<file path="config.mk">
export PLATFORM = sky130hd
export DESIGN_NAME = vga_display_ctrl
export DESIGN_NICKNAME = d
export VERILOG_FILES = /design/src/rtl/vga_display_ctrl.sv
export SDC_FILE = /design/constraint.sdc
export NUM_CORES = 1
export LEC_CHECK = 0
export ABC_CLOCK_PERIOD_IN_PS = 1700
export BUFFER_PORTS_ARGS = -buffer_cell sky130_fd_sc_hd__buf_4
export CAP_MARGIN = 20
export CELL_PAD_IN_SITES_DETAIL_PLACEMENT = 2
export CELL_PAD_IN_SITES_GLOBAL_PLACEMENT = 2
export CORE_MARGIN = 2
export CORE_UTILIZATION = 22
export CTS_CLUSTER_SIZE = 24
export DETAILED_ROUTE_END_ITERATION = 7
export PLACE_DENSITY = 0.84
export REMOVE_ABC_BUFFERS = 1
export SYNTH_ARGS = -nofsm -noshare
export SYNTH_HDL_FRONTEND = slang
export SYNTH_SLANG_ARGS = --single-unit
</file>
<file path="constraint.sdc">
create_clock -name CLK_TB -period 1.7 [get_ports CLK_TB]
set_input_delay 0.17 -clock CLK_TB [delete_from_list [all_inputs] [get_ports CLK_TB]]
set_output_delay 0.17 -clock CLK_TB [all_outputs]
set_load 0.02 [all_outputs]
</file>
<file path="src/rtl/vga_display_ctrl.sv">
// VGA text-path sequencer: frame-latches the BCD fields on v_sync fall and
// runs the edit-mode FSM, the field-cursor blink and the ring flash.
//
// state      | meaning
// NORMAL     | display only, all fields visible
// EDIT_HORA  | cursor walks hora/min/seg, selected field blinks
// EDIT_FECHA | cursor walks dia/mes/ano, selected field blinks
// EDIT_CRONO | cursor walks c_hora/c_min/c_seg, selected field blinks
module vga_display_ctrl #(
    parameter int BLINK_FRAMES = 15,
    parameter int RING_FRAMES  = 8
) (
    input  logic       CLK_TB,
    input  logic       RESET_TB,
    input  logic       v_sync,
    input  logic       btn_mode,
    input  logic       btn_next,
    input  logic       ring_req,
    input  logic [7:0] hora_in,
    input  logic [7:0] min_in,
    input  logic [7:0] seg_in,
    input  logic [7:0] dia_in,
    input  logic [7:0] mes_in,
    input  logic [7:0] ano_in,
    input  logic [7:0] c_hora_in,
    input  logic [7:0] c_min_in,
    input  logic [7:0] c_seg_in,
    output logic [7:0] hora,
    output logic [7:0] min,
    output logic [7:0] seg,
    output logic [7:0] dia,
    output logic [7:0] mes,
    output logic [7:0] ano,
    output logic [7:0] c_hora,
    output logic [7:0] c_min,
    output logic [7:0] c_seg,
    output logic       bandera_hh,
    output logic       bandera_mh,
    output logic       bandera_sh,
    output logic       bandera_df,
    output logic       bandera_mf,
    output logic       bandera_af,
    output logic       bandera_hc,
    output logic       bandera_mc,
    output logic       bandera_sc,
    output logic       activring,
    output logic [1:0] edit_mode,
    output logic [1:0] cursor
);

    localparam int BW = (BLINK_FRAMES > 1) ? $clog2(BLINK_FRAMES) : 1;
    localparam int RW = (RING_FRAMES > 1) ? $clog2(RING_FRAMES) : 1;
    localparam logic [BW-1:0] BLINK_LAST = BW'(BLINK_FRAMES - 1);
    localparam logic [RW-1:0] RING_LAST  = RW'(RING_FRAMES - 1);

    typedef enum logic [1:0] {
        NORMAL     = 2'd0,
        EDIT_HORA  = 2'd1,
        EDIT_FECHA = 2'd2,
        EDIT_CRONO = 2'd3
    } mode_e;

    mode_e          mode_q, mode_d;
    logic [1:0]     cursor_q, cursor_d;
    logic [BW-1:0]  blink_cnt_q, blink_cnt_d;
    logic           blink_phase_q, blink_phase_d;
    logic [RW-1:0]  ring_cnt_q, ring_cnt_d;
    logic           ring_req_q, ring_req_d;
    logic           activring_q, activring_d;
    logic           v_sync_q, v_sync_d;
    logic [71:0]    fields_q, fields_d;
    logic [8:0]     flags_q, flags_d;
    logic [2:0]     grp_flags;
    logic           frame_tick;

    assign frame_tick = v_sync_q & ~v_sync;

    always_comb begin
        mode_d        = mode_q;
        cursor_d      = cursor_q;
        blink_cnt_d   = blink_cnt_q;
        blink_phase_d = blink_phase_q;
        ring_cnt_d    = ring_cnt_q;
        activring_d   = activring_q;
        ring_req_d    = ring_req;
        v_sync_d      = v_sync;
        fields_d      = fields_q;

        if (frame_tick) begin
            fields_d = {hora_in, min_in, seg_in, dia_in, mes_in, ano_in,
                        c_hora_in, c_min_in, c_seg_in};
        end

        // Button blink restart takes priority over a coincident frame tick.
        if (btn_mode) begin
            mode_d        = mode_e'(mode_q + 2'd1);
            cursor_d      = 2'd0;
            blink_cnt_d   = '0;
            blink_phase_d = 1'b1;
        end else if (btn_next && (mode_q != NORMAL)) begin
            cursor_d      = (cursor_q == 2'd2) ? 2'd0 : cursor_q + 2'd1;
            blink_cnt_d   = '0;
            blink_phase_d = 1'b1;
        end else if (mode_q == NORMAL) begin
            blink_cnt_d   = '0;
            blink_phase_d = 1'b1;
        end else if (frame_tick) begin
            if (blink_cnt_q == BLINK_LAST) begin
                blink_cnt_d   = '0;
                blink_phase_d = ~blink_phase_q;
            end else begin
                blink_cnt_d = blink_cnt_q + BW'(1);
            end
        end

        if (!ring_req) begin
            activring_d = 1'b0;
            ring_cnt_d  = '0;
        end else if (!ring_req_q) begin
            activring_d = 1'b1;
            ring_cnt_d  = '0;
        end else if (frame_tick) begin
            if (ring_cnt_q == RING_LAST) begin
                ring_cnt_d  = '0;
                activring_d = ~activring_q;
            end else begin
                ring_cnt_d = ring_cnt_q + RW'(1);
            end
        end

        // Flags follow the next state so they move on the same edge as mode/cursor.
        grp_flags = 3'b111;
        grp_flags[2'd2 - cursor_d] = blink_phase_d;
        flags_d = 9'h1ff;
        case (mode_d)
            EDIT_HORA:  flags_d[8:6] = grp_flags;
            EDIT_FECHA: flags_d[5:3] = grp_flags;
            EDIT_CRONO: flags_d[2:0] = grp_flags;
            default:    flags_d      = 9'h1ff;
        endcase
    end

    always_ff @(posedge CLK_TB) begin
        if (RESET_TB) begin
            mode_q        <= NORMAL;
            cursor_q      <= 2'd0;
            blink_cnt_q   <= '0;
            blink_phase_q <= 1'b1;
            ring_cnt_q    <= '0;
            ring_req_q    <= 1'b0;
            activring_q   <= 1'b0;
            v_sync_q      <= 1'b1;
            fields_q      <= '0;
            flags_q       <= 9'h1ff;
        end else begin
            mode_q        <= mode_d;
            cursor_q      <= cursor_d;
            blink_cnt_q   <= blink_cnt_d;
            blink_phase_q <= blink_phase_d;
            ring_cnt_q    <= ring_cnt_d;
            ring_req_q    <= ring_req_d;
            activring_q   <= activring_d;
            v_sync_q      <= v_sync_d;
            fields_q      <= fields_d;
            flags_q       <= flags_d;
        end
    end

    assign {hora, min, seg, dia, mes, ano, c_hora, c_min, c_seg} = fields_q;
    assign {bandera_hh, bandera_mh, bandera_sh,
            bandera_df, bandera_mf, bandera_af,
            bandera_hc, bandera_mc, bandera_sc} = flags_q;
    assign activring = activring_q;
    assign edit_mode = mode_q;
    assign cursor    = cursor_q;

endmodule

</file>
==> flow_metrics.tcl <==
set metrics [dict create \
    status "complete, no violations" \
    worstSetupStartpoint "edit_mode[1]" \
    dp_cells 745 \
    setup_viol 0 \
    clock_skew_ns 0.00918 \
    syn_avg_cell_area_um2 8.28 \
    rows 45 \
    clk_pin_slew_ns 0.07 \
    grt_max_degree 51 \
    hp-class "in2reg" \
    postSynthCellCount 414 \
    crit_path_end_kind "flop" \
    num_vias 3426 \
    initial_core_util_pct 22.6 \
    ios 164 \
    core_area_um2 15200 \
    insertion_delay_ns 0.35 \
    synth_area_um2 3430 \
    drv_slew 0 \
    ys_top_cells_by_area "dfxtp_1 (56%), nand2_1 (17%), a21oi_1 (12%)" \
    gp_congestion 0.737 \
    antenna_cells 0 \
    p_total_mw 5.13 \
    ys_seq_area_share_pct 56.1 \
    grt_overflow 0 \
    hpwl_um 8800 \
    synthArstFlopShare_pct 0 \
    cts_tree "yes" \
    crit_arrival_ns 1.86 \
    htreeDepth 3 \
    hold_path.startpoint "c_min_in[3]" \
    die_y_um 129 \
    avgRoutedWirePerCell_um 15.4 \
    layout-drive-gt1-share_pct 35.2 \
    grt_pass1_vias 3744 \
    synthFlopType "dfxtp_1" \
    cts_root_buf "clkbuf_16" \
    wl_um 11700 \
    cts_max_path_buffers 2 \
    rsz0062_at_grt "yes" \
    drc 0 \
    yosysTopAreaCellShare_pct 56.1 \
    critPathCapture "flags_q[6]" \
    r2r_end "flags_q[6]" \
    worst-r2r-setup-slack_ns 0.05 \
    portBuffers 163 \
    start_kind "flop" \
    antenna_found_initial 0 \
    drtIter0Drc 95 \
    min_period_over_period_pct 97.1 \
    syn_to_final_growth_pct 50.9 \
    cts_hold_buf 0 \
    cts_made_buffers 9 \
    viasPerCell 4.50 \
    final_nets 650 \
    fillers 1747 \
    max_freq_mhz 606 \
    synth-edff-count 0 \
    drv_cap 0 \
    relSlewSlack_pct 61.3 \
    crit_fanout 4 \
    hold_viol 0 \
    setup.worst_path.class "reg2reg" \
    yosysWarnings 0 \
    gr-usage-all-layers_pct 13.9 \
    synth_cell_type_count 31 \
    period_minus_slack_ns 1.65 \
    drtPass1Iterations 4 \
    ant_nets 0 \
    die_area_um2 16600 \
    leakage_nw 2.21 \
    rr_worst_depth 5 \
    worst_slew_pin_slew_ns 0.575 \
    grt_pass1_wl_um 18200 \
    clock-sinks 96 \
    ir_drop_mv 0.415 \
    chipWidth_um 129 \
    final_cells 762 \
    r2r-start "edit_mode[1]" \
    powerDensity_nw_per_um2 991 \
    finalSetupTns_ns 0 \
    worstPathRequired_ns 1.91 \
    synth_seq_cells 96 \
    yosysTopAreaCell "dfxtp_1" \
]
## stage by stage
stage	area, um^2	util (%)	setup WS (ns)	hold slack [ns]
after floorplan	3290	-	-1.66	0.239
after global placement	4860	32.0	0.104	0.411
after detailed placement	4860	32.0	-0.0188	0.420
after CTS	5150	33.9	0.00657	0.0462
after global routing	5170	34.0	-0.0453	0.0545
final	5170	34.0	0.0496	0.0632
## repair_timing
item | in CTS | in global routing
setup buffers | 0 | 1
endpoints found under the hold margin | 0 | 0
pin swaps | 3 | 3
cloned | 0 | 0
endpoints found under the setup margin | 3 | 3
resized for setup | 2 | 4
## area by class of cell
| cell class | count | area, um^2 | share of cell area (%) |
|---|---|---|---|
| Timing Repair Buffer | 174 | 1330 | 25.7 |
| Inverter | 3 | 13.8 | 0.266 |
| Tap cell | 188 | 235 | 4.55 |
| Multi-Input combinational cell | 285 | 1380 | 26.7 |
| Clock buffer | 10 | 239 | 4.62 |
| Sequential cell | 96 | 1920 | 37.2 |
| Clock inverter | 6 | 50.0 | 0.967 |
## power by group
group	switching (mW)	internal (mW)
combinational	0.404	0.341
sequential	0.0603	2.35
clock	0.921	1.05
total	1.39	3.74
## cells in the mapped netlist, types with 2 or more instances
cell,n
dfxtp_1,96
nand4b_1,2
nand3_1,2
a21oi_1,81
o31ai_1,2
nor3_1,2
nand3b_1,2
mux2i_1,3
nor2_1,4
inv_1,3
ha_1,3
buf_6,2
clkbuf_1,20
buf_2,8
o22ai_1,2
nor2b_1,4
nand2_1,152
nand2b_1,5
nand4_1,9
## logic make-up (layout without fill, tap and decap cells)
| family | after synthesis | in the layout | share of synthesized area, % |
|---|---|---|---|
| adder cells (fa/ha/maj) | 3 | 3 | 1.10 |
| flip-flops | 96 | 96 | 56.1 |
| multiplexers | 3 | 3 | 0.876 |
| AO/OA/AOI/OAI | 89 | 89 | 13.4 |
| buffers and inverters | 33 | 193 | 4.34 |
| AND/OR/NAND/NOR | 189 | 189 | 23.9 |
| XOR/XNOR | 1 | 1 | 0.256 |
## worst max-delay path: stages, from the launching register on
cell	delay (ns)
dfxtp_2	0.36
inv_4	0.05
ha_4	0.15
or4_4	0.58
nor3b_4	0.24
nand4_1	0.13
## state kept, by name (all words and copies together) (netlist names), 2 cells and up
| signal | flops |
|---|---|
| ring_cnt_q | 3 |
| flags_q | 9 |
| fields_q | 72 |
| cursor | 2 |
| edit_mode | 2 |
| blink_cnt_q | 4 |
## cells in the final DEF (no fill, tap or decap), types with 2 or more instances in the layout
cell and n:
nand2b_1 4, nand3b_1 2, o31ai_1 2, nand2_1 152, nand4_1 9, a21oi_1 81, clkinvlp_4 2, mux2i_1 3
buf_4 172, nor3_1 2, inv_6 3, nand4b_1 2, inv_1 2, o22ai_1 2, nor2b_1 3, ha_1 2
nand3_1 2, clkbuf_16 9, buf_12 2, dfxtp_1 94, nor2_1 4, dfxtp_2 2
## metal layers
layer / track usage, % / vias up / share of wire (%)
met4: 5.63 / 0 / 1.6
met5: 0 / - / 0
met3: 2.83 / 12 / 5.0
met1: 15.9 / 1652 / 41
met2: 25.3 / 94 / 53
li1: - / 1668 / -
## how the worst min path moves through the flow
stage	end	slack [ns]	cells past startpoint
after floorplan	edit_mode[0]	0.24	1
after global placement	v_sync_q	0.41	2
after detailed placement	cursor[1]	0.42	2
after CTS	cursor[1]	0.05	2
after global routing	fields_q[39]	0.05	3
final	fields_q[11]	0.06	3
(Power assumes the default switching activity.)
